**config.mk**
```make
export PLATFORM = sky130hd
export DESIGN_NAME = player_motion_ctrl_flat
export DESIGN_NICKNAME = d
export VERILOG_FILES = /design/src/rtl/player_motion_ctrl_if.sv /design/src/rtl/player_motion_ctrl.sv /design/src/flat_wrapper.sv
export SDC_FILE = /design/constraint.sdc
export NUM_CORES = 1
export LEC_CHECK = 0
export CAP_MARGIN = 20
export CORE_ASPECT_RATIO = 1.75
export CORE_MARGIN = 5
export CORE_UTILIZATION = 55
export DETAILED_ROUTE_END_ITERATION = 8
export HOLD_SLACK_MARGIN = 0.12
export PLACE_DENSITY = 0.84
export SYNTH_ARGS = -nofsm -noshare
export SYNTH_HDL_FRONTEND = slang
export SYNTH_SLANG_ARGS = --single-unit
```
**constraint.sdc**
```tcl
create_clock -name clk -period 8.6 [get_ports clk]
set_input_delay 0.86 -clock clk [delete_from_list [all_inputs] [get_ports clk]]
set_output_delay 0.86 -clock clk [all_outputs]
set_load 0.1 [all_outputs]
```
**src/rtl/player_motion_ctrl_if.sv**
```systemverilog
// -----------------------------------------------------------------------------
// player_motion_ctrl_if
// Request/acknowledge bundle between the movement controller and the external
// collision checker.
//
// Handshake: the master raises chk_req together with a proposed top-left
// position (chk_x, chk_y) and holds all three stable until the slave answers
// with a one-cycle chk_ack pulse; chk_ok is only meaningful in that cycle.
// The master drops chk_req on the clock edge that observes chk_ack.
//
// Signals:
//   chk_req  master -> slave   collision check request
//   chk_x    master -> slave   proposed x (POS_W bits)
//   chk_y    master -> slave   proposed y (POS_W bits)
//   chk_ack  slave  -> master  check done, 1-cycle pulse
//   chk_ok   slave  -> master  proposal legal, valid while chk_ack=1
// -----------------------------------------------------------------------------
interface player_motion_ctrl_if #(
    parameter int POS_W = 10
);
    logic             chk_req;
    logic [POS_W-1:0] chk_x;
    logic [POS_W-1:0] chk_y;
    logic             chk_ack;
    logic             chk_ok;

    modport master (
        output chk_req,
        output chk_x,
        output chk_y,
        input  chk_ack,
        input  chk_ok
    );

    modport slave (
        input  chk_req,
        input  chk_x,
        input  chk_y,
        output chk_ack,
        output chk_ok
    );
endinterface

```
**src/rtl/player_motion_ctrl.sv**
```systemverilog
// -----------------------------------------------------------------------------
// player_motion_ctrl
// Player movement controller for the top-down map view. Directional buttons are
// sampled once per update tick (CLK_HZ/UPDATE_HZ clocks), the resulting step is
// clamped to the map bounds and offered to an external collision checker; the
// committed position only changes when the checker accepts the proposal.
//
// Optional feature (macro WALL_SLIDE_EN): when a diagonal move is rejected, the
// X-only and then the Y-only component are retried, each with a full handshake
// and its own timeout window. Without the macro a rejected move is dropped.
//
// Ports:
//   clk            clock
//   rst            asynchronous, active-low reset
//   enable         1 = movement allowed, 0 = ticks ignored while idle
//   btn_left/right/up/down  active-high buttons, asynchronous to clk
//   chk            collision-check handshake (player_motion_ctrl_if.master)
//   pos_x, pos_y   committed top-left position
//   moved          1-cycle pulse when the position changes
//   busy           1 whenever the FSM is not idle
//   timeout_flag   sticky, set when the checker fails to answer in TIMEOUT cycles
//   overrun_cnt    saturating count of ticks dropped while busy
//   state_dbg      current FSM state encoding, for debug/assertions
// -----------------------------------------------------------------------------
module player_motion_ctrl #(
    parameter int CLK_HZ    = 50_000_000,
    parameter int UPDATE_HZ = 100,
    parameter int POS_W     = 10,
    parameter int STEP      = 1,
    parameter int X_MIN     = 0,
    parameter int X_MAX     = 620,
    parameter int Y_MIN     = 0,
    parameter int Y_MAX     = 460,
    parameter int RESET_X   = 310,
    parameter int RESET_Y   = 220,
    parameter int TIMEOUT   = 255
) (
    input  logic                clk,
    input  logic                rst,
    input  logic                enable,
    input  logic                btn_left,
    input  logic                btn_right,
    input  logic                btn_up,
    input  logic                btn_down,
    player_motion_ctrl_if.master chk,
    output logic [POS_W-1:0]    pos_x,
    output logic [POS_W-1:0]    pos_y,
    output logic                moved,
    output logic                busy,
    output logic                timeout_flag,
    output logic [7:0]          overrun_cnt,
    output logic [2:0]          state_dbg
);

    localparam int DIV   = CLK_HZ / UPDATE_HZ;
    localparam int CNT_W = (DIV > 1) ? $clog2(DIV) : 1;
    localparam int TO_W  = $clog2(TIMEOUT + 1);

    typedef enum logic [2:0] {
        S_IDLE     = 3'd0,
        S_SAMPLE   = 3'd1,
        S_PROPOSE  = 3'd2,
        S_WAIT_CHK = 3'd3,
        S_COMMIT   = 3'd4,
        S_REJECT   = 3'd5
    } state_t;

    // ---------------- update tick ----------------
    logic [CNT_W-1:0] tick_cnt;
    logic             tick;

    // tick is high during the last count, so the FSM acts on the wrap edge
    assign tick = (tick_cnt == CNT_W'(DIV - 1));

    always_ff @(posedge clk or negedge rst) begin
        if (!rst)      tick_cnt <= '0;
        else if (tick) tick_cnt <= '0;
        else           tick_cnt <= tick_cnt + 1'b1;
    end

    // ---------------- button synchroniser ----------------
    // bit order: {left, right, up, down}
    logic [3:0] btn_meta;
    logic [3:0] btn_sync;

    always_ff @(posedge clk or negedge rst) begin
        if (!rst) begin
            btn_meta <= '0;
            btn_sync <= '0;
        end else begin
            btn_meta <= {btn_left, btn_right, btn_up, btn_down};
            btn_sync <= btn_meta;
        end
    end

    // opposing buttons cancel; y grows downwards
    logic x_inc_s, x_dec_s, y_inc_s, y_dec_s;
    assign x_inc_s = btn_sync[2] & ~btn_sync[3];
    assign x_dec_s = btn_sync[3] & ~btn_sync[2];
    assign y_inc_s = btn_sync[0] & ~btn_sync[1];
    assign y_dec_s = btn_sync[1] & ~btn_sync[0];

    // ---------------- state and datapath registers ----------------
    state_t           state, state_n;
    logic [3:0]       dir, dir_n;          // {x_inc, x_dec, y_inc, y_dec}
    logic [TO_W-1:0]  wait_cnt, wait_n;
    logic             req_q, req_n;
    logic [POS_W-1:0] cx_q, cx_n, cy_q, cy_n;
    logic [POS_W-1:0] pos_x_q, pos_x_n, pos_y_q, pos_y_n;
    logic             moved_q, moved_n;
    logic             timeout_q, timeout_n;
    logic [7:0]       overrun_q, overrun_n;
`ifdef WALL_SLIDE_EN
    logic [1:0]       attempt, attempt_n;  // 0 diagonal, 1 X-only, 2 Y-only
`endif

    // One step along an axis, saturated to [lo, hi]. Done in 32-bit signed
    // arithmetic so a step below zero saturates instead of wrapping.
    function automatic logic [POS_W-1:0] step_axis(
        input logic [POS_W-1:0] p,
        input logic             inc,
        input logic             dec,
        input int               lo,
        input int               hi
    );
        int v;
        v = int'(p);
        if (inc)      v = v + STEP;
        else if (dec) v = v - STEP;
        if (v < lo) v = lo;
        if (v > hi) v = hi;
        return v[POS_W-1:0];
    endfunction

    logic [POS_W-1:0] nx, ny;
    assign nx = step_axis(pos_x_q, dir[3], dir[2], X_MIN, X_MAX);
    assign ny = step_axis(pos_y_q, dir[1], dir[0], Y_MIN, Y_MAX);

    always_ff @(posedge clk or negedge rst) begin
        if (!rst) begin
            state     <= S_IDLE;
            dir       <= '0;
            wait_cnt  <= '0;
            req_q     <= 1'b0;
            cx_q      <= '0;
            cy_q      <= '0;
            pos_x_q   <= POS_W'(RESET_X);
            pos_y_q   <= POS_W'(RESET_Y);
            moved_q   <= 1'b0;
            timeout_q <= 1'b0;
            overrun_q <= '0;
`ifdef WALL_SLIDE_EN
            attempt   <= '0;
`endif
        end else begin
            state     <= state_n;
            dir       <= dir_n;
            wait_cnt  <= wait_n;
            req_q     <= req_n;
            cx_q      <= cx_n;
            cy_q      <= cy_n;
            pos_x_q   <= pos_x_n;
            pos_y_q   <= pos_y_n;
            moved_q   <= moved_n;
            timeout_q <= timeout_n;
            overrun_q <= overrun_n;
`ifdef WALL_SLIDE_EN
            attempt   <= attempt_n;
`endif
        end
    end

    always_comb begin
        state_n   = state;
        dir_n     = dir;
        wait_n    = wait_cnt;
        req_n     = req_q;
        cx_n      = cx_q;
        cy_n      = cy_q;
        pos_x_n   = pos_x_q;
        pos_y_n   = pos_y_q;
        moved_n   = 1'b0;
        timeout_n = timeout_q;
        overrun_n = overrun_q;
`ifdef WALL_SLIDE_EN
        attempt_n = attempt;
`endif

        // ticks are never queued: one arriving mid-update is just counted
        if (tick && (state != S_IDLE) && (overrun_q != 8'hFF))
            overrun_n = overrun_q + 8'd1;

        case (state)
            S_IDLE: begin
                if (tick && enable) state_n = S_SAMPLE;
            end

            S_SAMPLE: begin
                dir_n = {x_inc_s, x_dec_s, y_inc_s, y_dec_s};
`ifdef WALL_SLIDE_EN
                attempt_n = 2'd0;
`endif
                if (x_inc_s | x_dec_s | y_inc_s | y_dec_s) state_n = S_PROPOSE;
                else                                         state_n = S_IDLE;
            end

            S_PROPOSE: begin
                // pinned against a wall: nothing to ask the checker
                if ((nx == pos_x_q) && (ny == pos_y_q)) begin
                    state_n = S_IDLE;
                end else begin
                    cx_n    = nx;
                    cy_n    = ny;
                    req_n   = 1'b1;
                    wait_n  = '0;
                    state_n = S_WAIT_CHK;
                end
            end

            S_WAIT_CHK: begin
                if (chk.chk_ack) begin
                    req_n   = 1'b0;
                    state_n = chk.chk_ok ? S_COMMIT : S_REJECT;
                end else if (wait_cnt == TO_W'(TIMEOUT - 1)) begin
                    req_n     = 1'b0;
                    timeout_n = 1'b1;
                    state_n   = S_IDLE;
                end else begin
                    wait_n = wait_cnt + 1'b1;
                end
            end

            S_COMMIT: begin
                pos_x_n = cx_q;
                pos_y_n = cy_q;
                moved_n = 1'b1;
                state_n = S_IDLE;
            end

            S_REJECT: begin
`ifdef WALL_SLIDE_EN
                // slide along the wall: try the X component, then the Y one
                if ((attempt == 2'd0) && (nx != pos_x_q) && (ny != pos_y_q)) begin
                    cx_n      = nx;
                    cy_n      = pos_y_q;
                    attempt_n = 2'd1;
                    req_n     = 1'b1;
                    wait_n    = '0;
                    state_n   = S_WAIT_CHK;
                end else if (attempt == 2'd1) begin
                    cx_n      = pos_x_q;
                    cy_n      = ny;
                    attempt_n = 2'd2;
                    req_n     = 1'b1;
                    wait_n    = '0;
                    state_n   = S_WAIT_CHK;
                end else begin
                    state_n = S_IDLE;
                end
`else
                state_n = S_IDLE;
`endif
            end

            default: state_n = S_IDLE;
        endcase
    end

    assign chk.chk_req  = req_q;
    assign chk.chk_x    = cx_q;
    assign chk.chk_y    = cy_q;
    assign pos_x        = pos_x_q;
    assign pos_y        = pos_y_q;
    assign moved        = moved_q;
    assign busy         = (state != S_IDLE);
    assign timeout_flag = timeout_q;
    assign overrun_cnt  = overrun_q;
    assign state_dbg    = state;

endmodule

```
**src/flat_wrapper.sv**
```systemverilog
// flat-port wrapper written by rule: the top's interface ports become plain ports
module player_motion_ctrl_flat 
#(
    parameter int CLK_HZ    = 50_000_000,
    parameter int UPDATE_HZ = 100,
    parameter int POS_W     = 10,
    parameter int STEP      = 1,
    parameter int X_MIN     = 0,
    parameter int X_MAX     = 620,
    parameter int Y_MIN     = 0,
    parameter int Y_MAX     = 460,
    parameter int RESET_X   = 310,
    parameter int RESET_Y   = 220,
    parameter int TIMEOUT   = 255
)
  (clk, rst, enable, btn_left, btn_right, btn_up, btn_down, pos_x, pos_y, moved, busy, timeout_flag, overrun_cnt, state_dbg, chk_chk_req, chk_chk_x, chk_chk_y, chk_chk_ack, chk_chk_ok);
  player_motion_ctrl_if #(.POS_W(POS_W)) chk_i ();
  input  logic clk;
  input  logic rst;
  input  logic enable;
  input  logic btn_left;
  input  logic btn_right;
  input  logic btn_up;
  input  logic btn_down;
  output logic [POS_W-1:0] pos_x;
  output logic [POS_W-1:0] pos_y;
  output logic moved;
  output logic busy;
  output logic timeout_flag;
  output logic [7:0] overrun_cnt;
  output logic [2:0] state_dbg;
  output wire logic [$bits(chk_i.chk_req)-1:0] chk_chk_req;
  output wire logic [$bits(chk_i.chk_x)-1:0] chk_chk_x;
  output wire logic [$bits(chk_i.chk_y)-1:0] chk_chk_y;
  input wire logic [$bits(chk_i.chk_ack)-1:0] chk_chk_ack;
  input wire logic [$bits(chk_i.chk_ok)-1:0] chk_chk_ok;
  assign chk_chk_req = chk_i.chk_req;
  assign chk_chk_x = chk_i.chk_x;
  assign chk_chk_y = chk_i.chk_y;
  assign chk_i.chk_ack = chk_chk_ack;
  assign chk_i.chk_ok = chk_chk_ok;
  player_motion_ctrl #(.CLK_HZ(CLK_HZ), .UPDATE_HZ(UPDATE_HZ), .POS_W(POS_W), .STEP(STEP), .X_MIN(X_MIN), .X_MAX(X_MAX), .Y_MIN(Y_MIN), .Y_MAX(Y_MAX), .RESET_X(RESET_X), .RESET_Y(RESET_Y), .TIMEOUT(TIMEOUT)) u_core (.clk(clk), .rst(rst), .enable(enable), .btn_left(btn_left), .btn_right(btn_right), .btn_up(btn_up), .btn_down(btn_down), .chk(chk_i), .pos_x(pos_x), .pos_y(pos_y), .moved(moved), .busy(busy), .timeout_flag(timeout_flag), .overrun_cnt(overrun_cnt), .state_dbg(state_dbg));
endmodule
```
==> summary.md <==
| Metric | Value |
|---|---|
| Final min period | `4.48 ns` |
| Async SR Flop Fraction | `1.00` |
| Post-CTS Resized | `0` |
| Hold Crit Class | `flop to flop` |
| Most common cell after layout, fill and taps aside | `dfrtp_1` |
| Post-Syn Area | `0.00529 mm²` |
| Switch share | `0.212` |
| RSZ-0062 raised after global routing | `no` |
| Vias per cell | `6.24` |
| Delay-heaviest family, CP | `simple AND/OR/NAND/NOR gates` |
| Commonest non-fill, non-tap cells in the layout | `dfrtp_1 (83), clkdlybuf4s50_1 (62), nand2_1 (53), nor2_1 (42), mux2_2 (33)` |
| P_int | `640 µW` |
| Flop pwr share | `0.543` |
| Root buffer cell | `clkbuf_16` |
| Hold path cells | `0` |
| CTS sink cnt | `93` |
| Wire length per cell | `18.8 µm` |
| # IOs | `64` |
| Worst r2r src | `u_core.pos_x[1]` |
| PwrDens | `130 mW/mm²` |
| CP peak stage delay | `0.63 ns` |
| DRC viols | `0` |
| Fin cells | `719` |
| Post-CTS setup buffers | `0` |
| RR Endpoint | `u_core.chk.chk_y[6]` |
| Post-DP HPWL | `9.95 mm` |
| FF-to-FF setup slack | `4.12 ns` |
| Yosys top cell area share | `0.393` |
| GRT Resource Usage Total | `0.236` |
| Outcome | `finished clean` |
| Synth area leader | `dfrtp_1` |
| Crit Path Category | `flop to flop` |
| Required time of the critical path | `8.82 ns` |
| Core area | `0.00941 mm²` |
| Max_slew headroom | `0.320` |
| Area delta synth->final | `18.2%` |
| Startpoint Class | `flop` |
| CTS buffer count | `9` |
| Pre-CTS setup slack | `4.15 ns` |
| Nets | `611` |
| Cell with the largest stage delay on the worst path | `dfstp_2` |
| Leak | `0.00269 µW` |
| Via count | `4486` |
| Placed Area | `0.00599 mm²` |
| Most used cell, CP | `nor4_2` |
| Port buffer count | `63` |
| Finished Cell Area | `0.00625 mm²` |
| Max Cap Viol | `0` |
| Worst Reg-to-Reg Cells | `12` |
| Pin count of the biggest net entering global routing | `75` |
| Clock tree buffer depth | `2` |
| Final worst path period share | `0.521` |
| Synth top area cells | `dfrtp_1 (39%), mux2_2 (7.0%), dfstp_2 (5.0%)` |
| Die Y | `140 µm` |
| Drt total wl | `13.5 mm` |
| Row cnt | `47` |
| Worst vdd ir | `0.164 mV` |
| Gpl congestion | `0.920` |
| Grt ovf | `0` |
| Ant diodes | `0` |
| Max Clock Skew | `0.0108 ns` |
| Clock Power Share | `0.439` |
| Final Max Tran Viols | `0` |
| Clock H-tree levels | `3` |
| Least-Margin Pin Slew | `1.02 ns` |
| Clk slew on worst S/H paths | `0.06 ns` |
| Logic pwr share | `0.018` |
| Critical path peak fanout | `17` |
| Vias in the first global route | `4461` |
| Hold Path End | `u_core.btn_sync[1]` |
| Seq cells post-synth | `93` |
| Starting Density | `0.562` |
| Hold Vio Cnt, Final | `0` |
| Critical path arrival | `4.70 ns` |
| Register area share after synthesis | `0.443` |
| Die width | `84.1 µm` |
| Pwr Total | `812 µW` |
| CTS tree | `yes` |
| WP buf/inv | `1` |
| Initial DRC count | `325` |
| Final setup TNS | `0 ns` |
| FMAX | `223 MHz` |
| First-pass GRT wire length | `22.3 mm` |
| Crit path cell chain | `ha_1, nand4_1, or4_1, and3_1, nor4_2, o21ai_1, a21boi_0, xnor2_1, nor4_2, nor3_4, buf_4, mux2_2` |
| Post-Place Cells | `703` |
| Initial antenna violation count | `0` |
| P_sw | `172 µW` |
| Primary FF master, synth | `dfrtp_1` |
| Worst skew pair latency | `0.34 ns` |
| 1st-pass router iterations | `5` |
| Area of the die | `0.0117 mm²` |
| Post-synth EDFFs | `0` |
| Nature of the critical path endpoint | `flop` |
| Yosys warning total | `0` |
| Avg Cell Area, Syn | `9.75 µm²` |
| Cts-stage hold buffer count | `0` |
| Final setup fails | `0` |
| Setup ws final | `4.12 ns` |
| Unique cell type count in the Yosys netlist | `68` |
| Worst Hold Launch | `u_core.btn_meta[1]` |
| Post-Syn Nets | `561` |
| Post-synthesis cell count | `542` |
| Detail Route Antenna Nets | `0` |
| Layout cells sized above 1 | `0.131` |
==> cells by family (layout without fill, tap and decap cells) <==
group           after synthesis  after routing  share of synthesized area
compound gates               94             94                      0.127
fa+ha+maj                    10             10                     0.0237
flops                        93             93                      0.443
xor+xnor                     42             42                     0.0696
simple gates                220            220                      0.224
mux                          37             37                     0.0779
buf+inv                      46            101                     0.0355
==> synthesized netlist by cell type (4+ instances only) <==
cell type,count
inv_1,17
nor3b_1,5
nor2_1,42
mux2i_1,4
mux2_2,33
and4_1,5
dfstp_2,10
xnor2_1,25
dfrtp_1,83
nand3b_1,4
nand4_1,17
and3_1,7
a31oi_1,6
nor2b_1,6
nand2_1,53
nor3_1,14
o21ai_0,18
a211oi_1,5
a21oi_1,11
or4_1,7
nand2b_1,6
ha_1,10
clkbuf_1,21
xor2_1,17
nor4_1,5
nand3_1,23
o22ai_1,4
a21o_1,4
or3_1,6
o211ai_1,7
buf_2,6
==> flip-flops by register name, indices dropped and copies added (netlist names) <==
name,flops
u_core.btn_meta,4
u_core.btn_sync,4
u_core.chk.chk_req,1
u_core.chk.chk_x,10
u_core.chk.chk_y,10
u_core.dir,4
u_core.moved,1
u_core.overrun_cnt,8
u_core.pos_x,10
u_core.pos_y,10
u_core.state_dbg,3
u_core.tick_cnt,19
u_core.timeout_flag,1
u_core.wait_cnt,8
==> per-layer routing <==
metal / global-route usage / up-vias / routed length, µm
met1: 0.259 / 2194 / 5030
met3: 0.0414 / 44 / 635
met4: 0.127 / 0 / 591
li1: - / 2069 / -
met2: 0.424 / 179 / 7250
met5: 0 / - / 0
==> worst max path at each step <==
stage                    start                  end  slack (ns)  cells after the start
2_1_floorplan  u_core.pos_x[6]  u_core.state_dbg[0]        4.46                     13
3_3_place_gp   u_core.pos_x[6]  u_core.chk.chk_y[8]        4.19                     11
3_5_place_dp   u_core.pos_y[5]  u_core.state_dbg[0]        4.15                     11
4_1_cts        u_core.pos_y[5]  u_core.state_dbg[0]        4.10                     11
5_1_grt        u_core.pos_y[5]  u_core.state_dbg[0]        3.73                     11
6_report       u_core.pos_x[1]  u_core.chk.chk_y[6]        4.12                     12
==> power groups by stage <==
stage                     logic (µW)  clock network [µW]  registers, µW
after floorplan                 1.62                   0            449
after global placement          14.4                   0            449
after detailed placement        14.9                   0            449
after CTS                       15.1                 362            441
after global routing            17.1                 381            441
final                           14.6                 356            441
==> metrics by stage <==
step / utilization / hold slack [ns]
after floorplan: - / 0.331
after global placement: 0.636 / 0.334
after detailed placement: 0.636 / 0.336
after CTS: 0.664 / 0.349
after global routing: 0.664 / 0.353
final: 0.664 / 0.348
==> layout make-up <==
class | instances | area (µm²)
Sequential cell | 93 | 2340
Clock inverter | 4 | 26.3
Tap cell | 122 | 153
Multi-Input combinational cell | 403 | 2770
Timing Repair Buffer | 67 | 658
Fill cell | 758 | 3160
Clock buffer | 12 | 236
Inverter | 18 | 67.6
Power figures use the tool's default switching activity.
